## config.mk

```make
export PLATFORM = sky130hd
export DESIGN_NAME = slt_minmax_tracker
export DESIGN_NICKNAME = d
export VERILOG_FILES = /design/src/rtl/slt_minmax_tracker.sv
export SDC_FILE = /design/constraint.sdc
export NUM_CORES = 1
export LEC_CHECK = 0
export BUFFER_PORTS_ARGS = -buffer_cell sky130_fd_sc_hd__buf_2
export CORE_ASPECT_RATIO = 2
export CORE_MARGIN = 4
export CORE_UTILIZATION = 58
export DETAILED_ROUTE_END_ITERATION = 16
export PLACE_DENSITY_LB_ADDON = 0.12
export SLEW_MARGIN = 0
export SYNTH_ARGS = -nofsm -noshare
export SYNTH_HDL_FRONTEND = slang
export SYNTH_SLANG_ARGS = --single-unit
```

## constraint.sdc

```tcl
create_clock -name clk -period 2.95 [get_ports clk]
set_input_delay 0.295 -clock clk [delete_from_list [all_inputs] [get_ports clk]]
set_output_delay 0.295 -clock clk [all_outputs]
set_load 0.005 [all_outputs]
```

## src/rtl/slt_minmax_tracker.sv

```systemverilog
// Streaming signed min/max/count reducer over a valid/ready block interface.
// Holds the block result in DONE until the consumer takes it.

module slt #(
    parameter int N = 32
) (
    input  logic signed [N-1:0] a,
    input  logic signed [N-1:0] b,
    output logic                lt
);
    assign lt = (a < b);
endmodule

module slt_minmax_tracker #(
    parameter int N       = 32,
    parameter int COUNT_W = 8
) (
    input  logic                  clk,
    input  logic                  rst,
    input  logic                  clr,
    input  logic                  in_valid,
    output logic                  in_ready,
    input  logic signed [N-1:0]   in_data,
    input  logic                  in_last,
    output logic                  out_valid,
    input  logic                  out_ready,
    output logic signed [N-1:0]   out_min,
    output logic signed [N-1:0]   out_max,
    output logic [COUNT_W-1:0]    out_count
);

    typedef enum logic [1:0] {
        EMPTY = 2'd0,
        ACCUM = 2'd1,
        DONE  = 2'd2
    } state_t;

    state_t                state_q;
    logic signed [N-1:0]   min_q;
    logic signed [N-1:0]   max_q;
    logic [COUNT_W-1:0]    count_q;
    logic                  lt_min;
    logic                  gt_max;

    function automatic logic [COUNT_W-1:0] sat_inc(input logic [COUNT_W-1:0] c);
        if (&c)
            sat_inc = c;
        else
            sat_inc = c + COUNT_W'(1);
    endfunction

    slt #(.N(N)) u_slt_min (.a(in_data), .b(min_q),   .lt(lt_min));
    slt #(.N(N)) u_slt_max (.a(max_q),   .b(in_data), .lt(gt_max));

    assign in_ready  = (state_q != DONE);
    assign out_valid = (state_q == DONE);
    assign out_min   = min_q;
    assign out_max   = max_q;
    assign out_count = count_q;

    always_ff @(posedge clk or posedge rst) begin
        if (rst) begin
            state_q <= EMPTY;
            min_q   <= '0;
            max_q   <= '0;
            count_q <= '0;
        end else if (clr) begin
            // clr wins over accept and transfer; a sample offered now is dropped
            state_q <= EMPTY;
            min_q   <= '0;
            max_q   <= '0;
            count_q <= '0;
        end else begin
            case (state_q)
                EMPTY: begin
                    if (in_valid) begin
                        min_q   <= in_data;
                        max_q   <= in_data;
                        count_q <= COUNT_W'(1);
                        state_q <= in_last ? DONE : ACCUM;
                    end
                end
                ACCUM: begin
                    if (in_valid) begin
                        if (lt_min) min_q <= in_data;
                        if (gt_max) max_q <= in_data;
                        count_q <= sat_inc(count_q);
                        if (in_last) state_q <= DONE;
                    end
                end
                DONE: begin
                    // registers are kept; next first accept overwrites them
                    if (out_ready) state_q <= EMPTY;
                end
                default: state_q <= EMPTY;
            endcase
        end
    end

endmodule

```

== After elaboration in Yosys (flattened, before gate mapping) ==
Index checks and enable logic that the tools add are counted.

* $add $sub $neg: 1
* Order comparisons: 2
* Equality and inequality tests: 10
* Reduce and logical (&&, ||, !) cells: 7
* Mux-type cells: 21

{| class="wikitable"
|+ Operators by type and width
! cell !! number
|-
| $mux 32 || 7
|-
| $pmux 32 s2 || 2
|-
| $lt 32x32->1 || 2
|-
| $mux 8 || 4
|-
| $ne 3x3->1 const B || 6
|-
| $pmux 8 s2 || 1
|-
| $reduce_and 4->1 || 4
|-
| $mux 2 || 6
|-
| $add 8x1->8 const B || 1
|-
| $reduce_and 8->1 || 1
|-
| $pmux 2 s3 || 1
|-
| $ne 3x2->1 const B || 1
|-
| $reduce_bool 3->1 || 1
|-
| $eq 2x1->1 const B || 1
|-
| $eq 2x2->1 const B || 1
|-
| $logic_not 2->1 || 1
|-
| $ne 2x2->1 const B || 1
|}

* Output and inout bits: 74
* Register bits after elaboration: 74
* Logic and storage cells: 45
* Input bits: 38

== Longest topological paths before layout ==
Gate-level depths: netlist of the first run.

* Depth in word-level cells: 5
* Gate-level depth with buffers: 10
* Gate-level depth less buffers: 8

== Modules after synthesis ==
From an unflattened synthesis of the first run, not the netlist that was laid out.

* Cells, all modules: 525
* Area total of the unflattened synthesis: 4694.5 um2

{| class="wikitable"
|+ Modules (own cells, without submodules)
! module !! area each (um2) !! times used !! cells each !! seq. area each (um2)
|-
| slt_minmax_tracker || 3115.5 || 1 || 309 || 1851.8
|-
| slt || 789.5 || 2 || 108 || 0.0
|}

== Worst setup path before layout of the first run ==
No wires, ideal clock.

* Path kind: register to register
* From: register min_q[31], in the netlist out_min[31]
* To: register min_q[10], in the netlist out_min[10]
* Stages on the path, launching flop included: 11
* Path slack: 0.564 ns
* Path buffers: 2
* Data arrival time: 2.306 ns
* Cells stage by stage: dfrtp_1 inv_1 ha_1 nand4_1 or4_1 nor3_2 o41ai_2 and2_1 buf_6 buf_6 o211ai_2

* Cells in the longest elaborated chain, start to end: 3

{| class="wikitable"
|+ RTL lines
! item !! RTL line !! RTL
|-
| from (decl) || 39 || <nowiki>logic signed [N-1:0] min_q;</nowiki>
|-
| from (signal assigned) || 77 || <nowiki>min_q <= in_data;</nowiki>
|-
| from (signal assigned) || 85 || <nowiki>if (lt_min) min_q <= in_data;</nowiki>
|-
| $lt 32x32->1 || 11 || <nowiki>assign lt = (a < b);</nowiki>
|-
| $ne 3x3->1 (no line) || n/a ||
|-
| $reduce_and 4->1 (no line) || n/a ||
|}

No other way between the ends.
A chain may end at the register's enable or synchronous reset.

== Final worst setup path of the first run ==
* From: register min_q[31], in the netlist out_min[31]
* To: register min_q[31], in the netlist out_min[31]

The elaborated chain is that of the path after synthesis.

==> results of run 1 <==
placed cells by master, fill, tap and decap left out, types with 4 or more instances in the layout:
| master | netlist | routed |
|---|---|---|
| sky130_fd_sc_hd__buf_2 | 2 | 111 |
| sky130_fd_sc_hd__a22oi_1 | 121 | 121 |
| sky130_fd_sc_hd__o21ai_1 | 5 | 5 |
| sky130_fd_sc_hd__and3_1 | 6 | 6 |
| sky130_fd_sc_hd__inv_1 | 71 | 70 |
| sky130_fd_sc_hd__nand4_1 | 7 | 7 |
| sky130_fd_sc_hd__nand2_1 | 120 | 120 |
| sky130_fd_sc_hd__clkbuf_16 | 0 | 9 |
| sky130_fd_sc_hd__nor2_1 | 37 | 35 |
| sky130_fd_sc_hd__a211oi_1 | 6 | 6 |
| sky130_fd_sc_hd__o211ai_2 | 40 | 40 |
| sky130_fd_sc_hd__buf_12 | 0 | 4 |
| sky130_fd_sc_hd__o211ai_1 | 24 | 24 |
| sky130_fd_sc_hd__nand3_1 | 69 | 69 |
| sky130_fd_sc_hd__ha_1 | 63 | 63 |
| sky130_fd_sc_hd__dfrtp_1 | 74 | 74 |
| sky130_fd_sc_hd__a21oi_1 | 16 | 15 |
| sky130_fd_sc_hd__buf_4 | 0 | 28 |
| sky130_fd_sc_hd__o21ai_0 | 74 | 74 |
| sky130_fd_sc_hd__a31oi_1 | 6 | 6 |
| sky130_fd_sc_hd__a21o_1 | 8 | 8 |
repair_timing:
item / CTS / global route
endpoints found under the hold margin: 0 / 0
endpoints found under the setup margin: 0 / 25
hold buffers: 0 / 0
gates resized for setup: 0 / 3
stage by stage:
step	total power, uW	setup WS [ns]
floorplan	2670	0.564
global placement	3410	0.103
detailed placement	3480	0.0912
CTS	4820	0.0515
global route	5110	0.00795
finish	4890	0.112
cell type report:
cell class	instances	area share (%)
well taps	142	2.23
clock inverters	6	1.43
inverters	71	3.35
clock buffers	10	3.00
flip-flops and latches	74	23.3
multi-input cells	650	56.1
repair buffers	143	10.6
power by group through the flow:
stage / Clock, uW / Combinational, uW / Sequential [uW]
2_1_floorplan: 0 / 1200 / 1470
3_3_place_gp: 0 / 1910 / 1500
3_5_place_dp: 0 / 1960 / 1520
4_1_cts: 1340 / 1970 / 1510
5_1_grt: 1390 / 2180 / 1550
6_report: 1350 / 2020 / 1520
critical path: stages, from the launching register on:
cell and delay [ns]:
sky130_fd_sc_hd__dfrtp_1 0.40, sky130_fd_sc_hd__inv_1 0.06, sky130_fd_sc_hd__ha_1 0.35, sky130_fd_sc_hd__nand4_1 0.26, sky130_fd_sc_hd__or4_4 0.61, sky130_fd_sc_hd__nor3_4 0.25
sky130_fd_sc_hd__o41ai_4 0.12, sky130_fd_sc_hd__and2_2 0.23, sky130_fd_sc_hd__buf_4 0.25, sky130_fd_sc_hd__o211ai_1 0.21
flip-flops by register name, summed over array words and instances (netlist names):
| register | flops |
|---|---|
| out_max | 32 |
| out_min | 32 |
| out_count | 8 |
| state_q | 2 |
metal layers:
layer / vias to the layer above / global-route usage, % / routed length [um]
met5: - / 0 / 0
met4: 0 / 28.2 / 1800
met3: 160 / 5.26 / 2390
met2: 567 / 64.7 / 13100
met1: 3666 / 38.7 / 8280
li1: 3386 / - / -
cell families after synthesis:
logic type / synth area share (%)
fa+ha+maj: 11.5
simple gates: 17.3
flops: 27.1
buf+inv: 8.65
mux: 0.311
compound gates: 35.0
xor+xnor: 0.128
how the worst min path moves through the flow:
stage              endpoint  slack (ns)  depth (start not counted)
2_1_floorplan    state_q[0]        0.44                          1
3_3_place_gp   out_count[2]        0.49                          1
3_5_place_dp   out_count[5]        0.50                          1
4_1_cts        out_count[1]        0.16                          2
5_1_grt        out_count[3]        0.21                          2
6_report       out_count[1]        0.14                          2
==> out/summary.log, run 1 <==
[synthesis] EDFF count, synth 0
[place] dpl cell area 7590 um2
[clock_network] clock latency at the later pin of the worst-skew pair 0.35 ns
[worst_setup_path] highest fanout seen on the critical path 18
[timing] Tmin final 2.84 ns
[place] gpl congestion 0.931
[timing] slew at the pin closest to its max-slew limit 1.10 ns
[worst_setup_path] count of cells along the worst register-to-register path 9
[clock_network] Setup Fix Bufs, Post-CTS 0
[clock_network] Reg clk slew, reported paths 0.07 ns
[synthesis] total of flip-flops plus latches after synthesis 74
[timing] number of hold-slack violations in the final timing report 0
[synthesis] area of the mapped netlist 6840 um2
[global_route] vias in the first global route 8,113
[timing] Fmax achieved 352 MHz
[routing] DRC errors left 0
[synthesis] number of instances in the synthesized netlist 867
[pwr] proportion of power drawn by the clock network 27.5%
[routing] post-DR wirelength/cell 23.3 um
[synthesis] fraction of registers with async set/reset 100%
[timing] minimum hold slack 0.140 ns
[worst_setup_path] critical path startpoint category flip-flop
[global_route] global-route total usage across every layer 36.9%
[worst_setup_path] reg2reg setup slack 0.11 ns
[clock_network] maximum level of the CTS H-tree 3
[finish] diode count 0
[routing] via density per instance 7.10
[routing] drt initial violations 1,007
[floorplan] initial core utilization 59.9%
[timing] number of pins with negative max-slew slack in the final report 0
[clock_network] number of buffers between clock root and the deepest sink 2
[worst_setup_path] CP Capture Point out_min[31]
[worst_setup_path] required time of the critical path 3.21 ns
[routing] TritonRoute pass-1 iters 6
[worst_setup_path] Worst Setup End Kind flip-flop
[finish] register area 1850 um2
[pwr] switching share of total power 42.1%
[floorplan] die footprint 13,700 um2
[pwr] VDD IR max 0.421 mV
[timing] unrepaired setup endpoints after global routing false
[synthesis] Avg Synthesized Cell Area 7.89 um2
[pwr] Combinational Power Share 41.3%
[place] Cells after DPL 1,080
[synthesis] ranking of synthesized cells by instance count sky130_fd_sc_hd__a22oi_1 (121), sky130_fd_sc_hd__nand2_1 (120), sky130_fd_sc_hd__dfrtp_1 (74), sky130_fd_sc_hd__o21ai_0 (74), sky130_fd_sc_hd__inv_1 (71)
[synthesis] leading cell types by total area after synthesis sky130_fd_sc_hd__dfrtp_1 (27%), sky130_fd_sc_hd__a22oi_1 (13%), sky130_fd_sc_hd__ha_1 (12%), sky130_fd_sc_hd__o211ai_2 (7.3%), sky130_fd_sc_hd__nand2_1 (6.6%)
[routing] Post-Route WL 25.5 mm
[finish] Cell Count, Final, Fillers Out 1,096
[floorplan] total number of placement rows 55
[global_route] global-route wire length before repair 40.4 mm
[global_route] Overflow after GRT 0
[finish] layout net count 1,050
[worst_setup_path] beginning of the critical path out_min[31]
[synthesis] most common cell in the netlist sky130_fd_sc_hd__a22oi_1
[floorplan] area of the placeable core 11,400 um2
[worst_setup_path] endpoint of the most critical register-to-register path out_min[31]
[clock_network] total number of clock tree sinks 74
[worst_setup_path] worst reg2reg path startpoint out_min[31]
[flow_run] Max-cap violations 0
[timing] Max transition margin 26.9%
[worst_setup_path] startpoint-to-endpoint class of the critical path flip-flop to flip-flop
[timing] final period utilization 96.2%
[finish] number of fillers in the final layout 978
[pwr] proportion of power drawn by flip-flops and latches 31.2%
[routing] number of routed nets with antenna violations 0
[finish] final core utilization 69.7%
[worst_setup_path] Data arrival, critical path 3.10 ns
[place] Detail Placement HPWL 16.9 mm
[global_route] initial antenna violation count 0
[floorplan] I/O pin count 112
[pwr] power per standard cell area 614 nW/um2
[timing] clock tree skew after final layout 0.00804 ns
[run_status] status finished clean
[clock_network] clock root cell sky130_fd_sc_hd__clkbuf_16
[min_path] Tightest Hold Check Type primary input to async pin
[finish] footprint of the multi-input gates 4460 um2
[synthesis] proportion of synthesized chip area in sequential cells 27.1%
[clock_network] clock tree from TritonCTS yes
[routing] via count of the routed design 7,779
[timing] final setup violation count 0
[finish] Area Overhead vs Synth 16.4%
[global_route] maximum number of pins on one net before global-route repair 44
[place] quantity of I/O buffers inserted on ports 111
[synthesis] count of yosys warnings during synthesis 0
[synthesis] cell taking the most area after synthesis sky130_fd_sc_hd__dfrtp_1
[synthesis] post-synth top area share 27.1%
[synthesis] Syn Nets 968
[synthesis] flip-flop cell with the highest count after synthesis sky130_fd_sc_hd__dfrtp_1
[finish] proportion of layout cells with a drive suffix above 1 22.5%
[floorplan] floorplan die height 162 um
[pwr] Int Pwr 2830 uW
[pwr] switching pwr 2060 uW
[finish] final instance area 7960 um2
[clock_network] total CTS buffers 9
[pwr] static power due to leakage 0.00371 uW
[synthesis] number of library cell types mapped by synthesis 46
[floorplan] DIE WIDTH 84.8 um
[timing] sum of negative setup slack 0 ns
Note: power is estimated with default switching activity, not from simulation.
==> run 2: changes to the inputs <==
- CORE_UTILIZATION: 58 -> 53
==> out/summary.log, run 2 (synthesis results as in run 1) <==
[worst_setup_path] kind of cell with the highest combined delay on the critical path compound AO/OA/AOI/OAI gates
[worst_setup_path] highest fanout seen on the critical path 32 [+14]
[worst_setup_path] Max stage delay on crit path 0.65 ns [+0.04 ns]
[place] Cells after DPL 1,090 [+0.93%]
[floorplan] total number of placement rows 58 [+5.5%]
[worst_setup_path] worst reg2reg path startpoint out_min[10]
[worst_setup_path] Data arrival, critical path 3.12 ns [+0.02 ns]
[worst_setup_path] count of cells along the worst register-to-register path 10 [+1]
[routing] TritonRoute pass-1 iters 8 [+2]
[flow_run] Max-cap violations 0 [unchanged]
[pwr] static power due to leakage 0.00368 uW [-0.90%]
[worst_setup_path] cells traversed along the worst timing path inv_1 -> ha_1 -> and4_1 -> nand2_1 -> a2111oi_0 -> buf_4 -> o41ai_4 -> and2_2 -> buf_12 -> o211ai_2
[finish] number of fillers in the final layout 1,159 [+19%]
[worst_setup_path] startpoint-to-endpoint class of the critical path flip-flop to flip-flop
[clock_network] Reg clk slew, reported paths 0.07 ns [about the same]
[finish] diode count 0 [unchanged]
[place] quantity of I/O buffers inserted on ports 111 [unchanged]
[floorplan] DIE WIDTH 88.3 um [+4.2%]
[timing] final setup violation count 0 [unchanged]
[finish] Area Overhead vs Synth 15.5%
[finish] most used cells in the layout excluding fill and tap cells sky130_fd_sc_hd__a22oi_1 (121), sky130_fd_sc_hd__nand2_1 (120), sky130_fd_sc_hd__buf_2 (111), sky130_fd_sc_hd__o21ai_0 (74), sky130_fd_sc_hd__dfrtp_1 (74)
[worst_setup_path] Slowest-stage cell, CP sky130_fd_sc_hd__a2111oi_0
[clock_network] total number of clock tree sinks 74 [unchanged]
[min_path] cell count of the worst hold path 3
[floorplan] area of the placeable core 12,600 um2 [+11%]
[timing] slew at the pin closest to its max-slew limit 1.14 ns [+0.0469 ns]
[finish] register area 1850 um2 [unchanged]
[finish] commonest non-fill, non-tap cell in the layout sky130_fd_sc_hd__a22oi_1
[global_route] vias in the first global route 8,010 [-1.3%]
[run_status] status finished clean
[worst_setup_path] reg2reg setup slack 0.09 ns [-0.02 ns]
[global_route] global-route total usage across every layer 34.1% [-2.8 points]
[clock_network] number of buffers inserted for hold repair after clock tree synthesis 0 [unchanged]
[clock_network] Gates resized, CTS repair 0 [unchanged]
[routing] number of routed nets with antenna violations 0 [unchanged]
[clock_network] clock latency at the later pin of the worst-skew pair 0.35 ns [about the same]
[finish] proportion of layout cells with a drive suffix above 1 22.5% [-0.047 points]
[place] dpl cell area 7610 um2 [+0.33%]
[min_path] Worst Hold End state_q[1]
[global_route] initial antenna violation count 0 [unchanged]
[pwr] VDD IR max 0.345 mV [-18%]
[timing] minimum setup slack in the final design 0.0946 ns [-0.0174 ns]
[routing] Post-Route WL 25.1 mm [-1.7%]
[global_route] Overflow after GRT 0 [unchanged]
[min_path] Tightest Hold Check Type primary input to flip-flop
[finish] Cell Count, Final, Fillers Out 1,106 [+0.91%]
[routing] via density per instance 7.00 [-1.3%]
[global_route] global-route wire length before repair 40.1 mm [-0.70%]
[clock_network] maximum level of the CTS H-tree 3 [unchanged]
[floorplan] initial core utilization 54.2% [-5.7 points]
[timing] clock tree skew after final layout 0.00884 ns [+0.000799 ns]
[worst_setup_path] count of buffering cells on the critical path with inverters included 3 [+1]
[finish] final instance area 7900 um2 [-0.77%]
[routing] via count of the routed design 7,747 [-0.41%]
[timing] final period utilization 96.8% [+0.59 points]
[place] gpl congestion 0.935 [+0.40%]
[floorplan] floorplan die height 169 um [+4.4%]
[finish] layout net count 1,052 [+0.19%]
[worst_setup_path] path length in cells of the critical path 10 [+1]
[place] Detail Placement HPWL 17.1 mm [+1.3%]
[floorplan] I/O pin count 112 [unchanged]
[timing] minimum hold slack 0.211 ns [+0.0710 ns]
[routing] post-DR wirelength/cell 22.7 um [-2.6%]
[place] Placement Setup Slack 0.164 ns [+0.0728 ns]
[routing] drt initial violations 792 [-21%]
[timing] number of pins with negative max-slew slack in the final report 0 [unchanged]
[clock_network] clock tree from TritonCTS yes
[floorplan] die footprint 14,900 um2 [+8.7%]
[worst_setup_path] endpoint of the most critical register-to-register path out_min[7]
[clock_network] number of buffers between clock root and the deepest sink 2 [unchanged]
[clock_network] total CTS buffers 9 [unchanged]
[pwr] power per standard cell area 581 nW/um2 [-5.3%]
[finish] footprint of the multi-input gates 4450 um2 [-0.34%]
[timing] Tmin final 2.86 ns [+0.0174 ns]
[timing] unrepaired setup endpoints after global routing false
[global_route] maximum number of pins on one net before global-route repair 47 [+6.8%]
[worst_setup_path] required time of the critical path 3.22 ns [about the same]
[timing] number of hold-slack violations in the final timing report 0 [unchanged]
[worst_setup_path] Worst Setup End Kind flip-flop
[routing] DRC errors left 0 [unchanged]
[clock_network] Setup Fix Bufs, Post-CTS 0 [unchanged]
[timing] Fmax achieved 350 MHz [-0.61%]
[clock_network] clock root cell sky130_fd_sc_hd__clkbuf_16
[timing] Max transition margin 23.7% [-3.2 points]
[timing] sum of negative setup slack 0 ns [unchanged]
[worst_setup_path] critical path startpoint category flip-flop
[min_path] Worst Min Path Start out_ready
-- run 2: worst max-delay path by stage --
stage | to | startpoint | slack, ns
after detailed placement | out_max[4] | in_data[29] | 0.16
after CTS | out_min[31] | out_min[10] | 0.16
final | out_min[7] | out_min[10] | 0.09
after global placement | out_min[25] | out_min[11] | 0.13
after global routing | out_min[31] | out_min[10] | 0.005
after floorplan | out_min[10] | out_min[31] | 0.56
-- run 2: where the power goes --
| group | internal (uW) | switching [uW] |
|---|---|---|
| clock network | 593 | 495 |
| logic | 758 | 1220 |
| registers | 1220 | 305 |
-- run 2: routing by layer --
| layer | track usage (%) | routed length (um) |
|---|---|---|
| met1 | 36.4 | 8680 |
| met2 | 58.1 | 12800 |
| met3 | 6.48 | 2050 |
| met4 | 23.9 | 1550 |
| met5 | 0 | 0 |
-- run 2: worst reg2reg max path, stage by stage, from the launching register on --
cell,delay [ns]
sky130_fd_sc_hd__dfrtp_1,0.42
sky130_fd_sc_hd__inv_1,0.07
sky130_fd_sc_hd__ha_1,0.31
sky130_fd_sc_hd__and4_1,0.29
sky130_fd_sc_hd__nand2_1,0.07
sky130_fd_sc_hd__a2111oi_0,0.65
sky130_fd_sc_hd__buf_4,0.24
sky130_fd_sc_hd__o41ai_4,0.08
sky130_fd_sc_hd__and2_2,0.23
sky130_fd_sc_hd__buf_12,0.19
sky130_fd_sc_hd__o211ai_2,0.22
-- run 2: stage by stage --
step           total power [uW]  utilization [%]
2_1_floorplan              2670                -
3_3_place_gp               3420             60.3
3_5_place_dp               3480             60.3
4_1_cts                    4560             62.5
5_1_grt                    4830             62.5
6_report                   4590             62.5
-- run 2: layout make-up --
cell class	instances	share of cell area, %
flip-flops and latches	74	23.5
clock inverters	6	0.539
clock buffers	10	3.03
inverters	71	3.38
repair buffers	145	10.9
well taps	150	2.38
multi-input cells	650	56.3
==> run 3: changes to the inputs <==
- CORE_UTILIZATION: 53 -> 30
==> out/summary.log, run 3 (synthesis results as in run 1) <==
[routing] via density per instance 5.90 [-16%]
[timing] minimum setup slack in the final design 0.186 ns [+0.0914 ns]
[finish] layout net count 1,065 [+1.2%]
[finish] Area Overhead vs Synth 19.4%
[routing] via count of the routed design 7,339 [-5.3%]
[place] Placement Setup Slack 0.0707 ns [-0.0933 ns]
[pwr] proportion of power drawn by flip-flops and latches 32.2% [-0.9 points]
[timing] final setup violation count 0 [unchanged]
[finish] final core utilization 36.7% [-26 points]
[clock_network] total CTS buffers 9 [unchanged]
[pwr] switching pwr 2070 uW [+2.5%]
[place] Detail Placement HPWL 20.8 mm [+22%]
[routing] number of routed nets with antenna violations 0 [unchanged]
[finish] commonest non-fill, non-tap cell in the layout sky130_fd_sc_hd__a22oi_1
[worst_setup_path] required time of the critical path 3.23 ns [about the same]
[global_route] Overflow after GRT 0 [unchanged]
[pwr] proportion of power drawn by the clock network 23.9% [+0.2 points]
[clock_network] clock latency at the later pin of the worst-skew pair 0.37 ns [+0.02 ns]
[clock_network] number of buffers between clock root and the deepest sink 2 [unchanged]
[finish] most used cells in the layout excluding fill and tap cells sky130_fd_sc_hd__a22oi_1 (121), sky130_fd_sc_hd__nand2_1 (120), sky130_fd_sc_hd__buf_2 (111), sky130_fd_sc_hd__o21ai_0 (74), sky130_fd_sc_hd__dfrtp_1 (74)
[worst_setup_path] Worst Setup End Kind flip-flop
[pwr] Int Pwr 2660 uW [+3.6%]
[worst_setup_path] critical path startpoint category flip-flop
[timing] final period utilization 93.7% [-3.1 points]
[timing] clock tree skew after final layout 0.0106 ns [+0.00172 ns]
[run_status] status finished clean
[timing] sum of negative setup slack 0 ns [unchanged]
[worst_setup_path] Max stage delay on crit path 0.59 ns [-0.06 ns]
[pwr] Combinational Power Share 43.9% [+0.8 points]
[global_route] vias in the first global route 7,891 [-1.5%]
[global_route] maximum number of pins on one net before global-route repair 75 [+60%]
[routing] TritonRoute pass-1 iters 5 [-3]
[worst_setup_path] Slowest-stage cell, CP sky130_fd_sc_hd__or4_1
[place] quantity of I/O buffers inserted on ports 111 [unchanged]
[routing] drt initial violations 419 [-47%]
[clock_network] Setup Fix Bufs, Post-CTS 0 [unchanged]
[floorplan] floorplan die height 222 um [+31%]
[floorplan] area of the placeable core 22,300 um2 [+76%]
[global_route] initial antenna violation count 0 [unchanged]
[clock_network] clock tree from TritonCTS yes
[pwr] static power due to leakage 0.00376 uW [+2.3%]
[timing] unrepaired setup endpoints after global routing false
[pwr] power per standard cell area 580 nW/um2 [-0.29%]
[clock_network] Reg clk slew, reported paths 0.06 ns [about the same]
[floorplan] I/O pin count 112 [unchanged]
[worst_setup_path] startpoint-to-endpoint class of the critical path flip-flop to flip-flop
[timing] number of pins with negative max-slew slack in the final report 0 [unchanged]
[floorplan] total number of placement rows 77 [+33%]
[routing] DRC errors left 0 [unchanged]
[place] dpl cell area 7880 um2 [+3.5%]
[worst_setup_path] cells traversed along the worst timing path inv_1 -> ha_1 -> nand4_1 -> or4_1 -> nor3_4 -> o41ai_4 -> and2_2 -> buf_12 -> o211ai_2
[clock_network] total number of clock tree sinks 74 [unchanged]
[clock_network] Gates resized, CTS repair 0 [unchanged]
[global_route] global-route wire length before repair 45.7 mm [+14%]
[floorplan] die footprint 25,400 um2 [+71%]
[worst_setup_path] Data arrival, critical path 3.04 ns [-0.08 ns]
[global_route] global-route total usage across every layer 23.5% [-11 points]
[place] Cells after DPL 1,229 [+13%]
[place] gpl congestion 0.806 [-14%]
[routing] Post-Route WL 29.5 mm [+18%]
[timing] slew at the pin closest to its max-slew limit 1.08 ns [-0.0650 ns]
[floorplan] DIE WIDTH 115 um [+30%]
[min_path] Tightest Hold Check Type primary input to async pin
[timing] Tmin final 2.76 ns [-0.0914 ns]
[timing] Max transition margin 28.1% [+4.4 points]
[floorplan] initial core utilization 30.7% [-23 points]
[timing] number of hold-slack violations in the final timing report 0 [unchanged]
[pwr] VDD IR max 0.241 mV [-30%]
[routing] post-DR wirelength/cell 23.7 um [+4.6%]
[clock_network] maximum level of the CTS H-tree 3 [unchanged]
[timing] Fmax achieved 362 MHz [+3.3%]
[worst_setup_path] highest fanout seen on the critical path 14 [-56%]
[finish] diode count 0 [unchanged]
[finish] final instance area 8160 um2 [+3.4%]
[finish] proportion of layout cells with a drive suffix above 1 23.3% [+0.78 points]
[clock_network] clock root cell sky130_fd_sc_hd__clkbuf_16
[flow_run] Max-cap violations 0 [unchanged]
[finish] Cell Count, Final, Fillers Out 1,243 [+12%]
[clock_network] number of buffers inserted for hold repair after clock tree synthesis 0 [unchanged]
[pwr] switching share of total power 43.8% [-0.25 points]
==> run 3: cell types whose count changed in the layout (fill, tap and decap cells not counted), sizes merged <==
cell and change:
buf +13, inv -1, bufinv +1, clkinvlp -2
==> run 3: power by group through the flow <==
stage | Combinational, uW | Sequential (uW) | Clock, uW
global placement | 2090 | 1540 | 0
CTS | 2100 | 1530 | 1150
global route | 2300 | 1560 | 1180
finish | 2080 | 1530 | 1130
floorplan | 1200 | 1470 | 0
detailed placement | 2090 | 1540 | 0
==> run 3: cell type report <==
cell class	instances	area, um2
clock buffers	10	229
inverters	71	268
clock inverters	4	45.0
fillers	2361	14100
multi-input cells	650	4450
repair buffers	158	971
well taps	276	345
flip-flops and latches	74	1850
==> run 3: worst paths after layout <==
path,slack [ns],to,start,depth (start not counted)
max,0.19,out_min[11],out_min[30],9
min,0.002,out_count[3],rst,3
max reg2reg,0.19,out_min[11],out_min[30],9
min reg2reg,0.52,out_count[2],out_count[2],1
max in group asynchronous,2.55,out_max[12],rst,3
min in group clk,0.19,state_q[1],out_ready,3
==> run 3: per-layer routing <==
metal	track usage, %	part of all wire [%]
met1	24.2	35
met2	42.6	54
met3	4.10	4.3
met4	14.9	6.4
met5	0	0
==> run 3: critical path: cells and delay by family, from the launching register on <==
kind	cells	cell delay [ns]
AND/OR/NAND/NOR	4	1.38
flip-flops	1	0.43
buffers and inverters	2	0.29
adder cells (fa/ha/maj)	1	0.29
AO/OA/AOI/OAI	2	0.27
==> run 3: metrics by stage <==
step                power (uW)  hold WS [ns]
CTS                       4780        0.0419
global placement          3630         0.431
finish                    4730       0.00162
global route              5040        0.0342
floorplan                 2670         0.440
detailed placement        3630         0.430
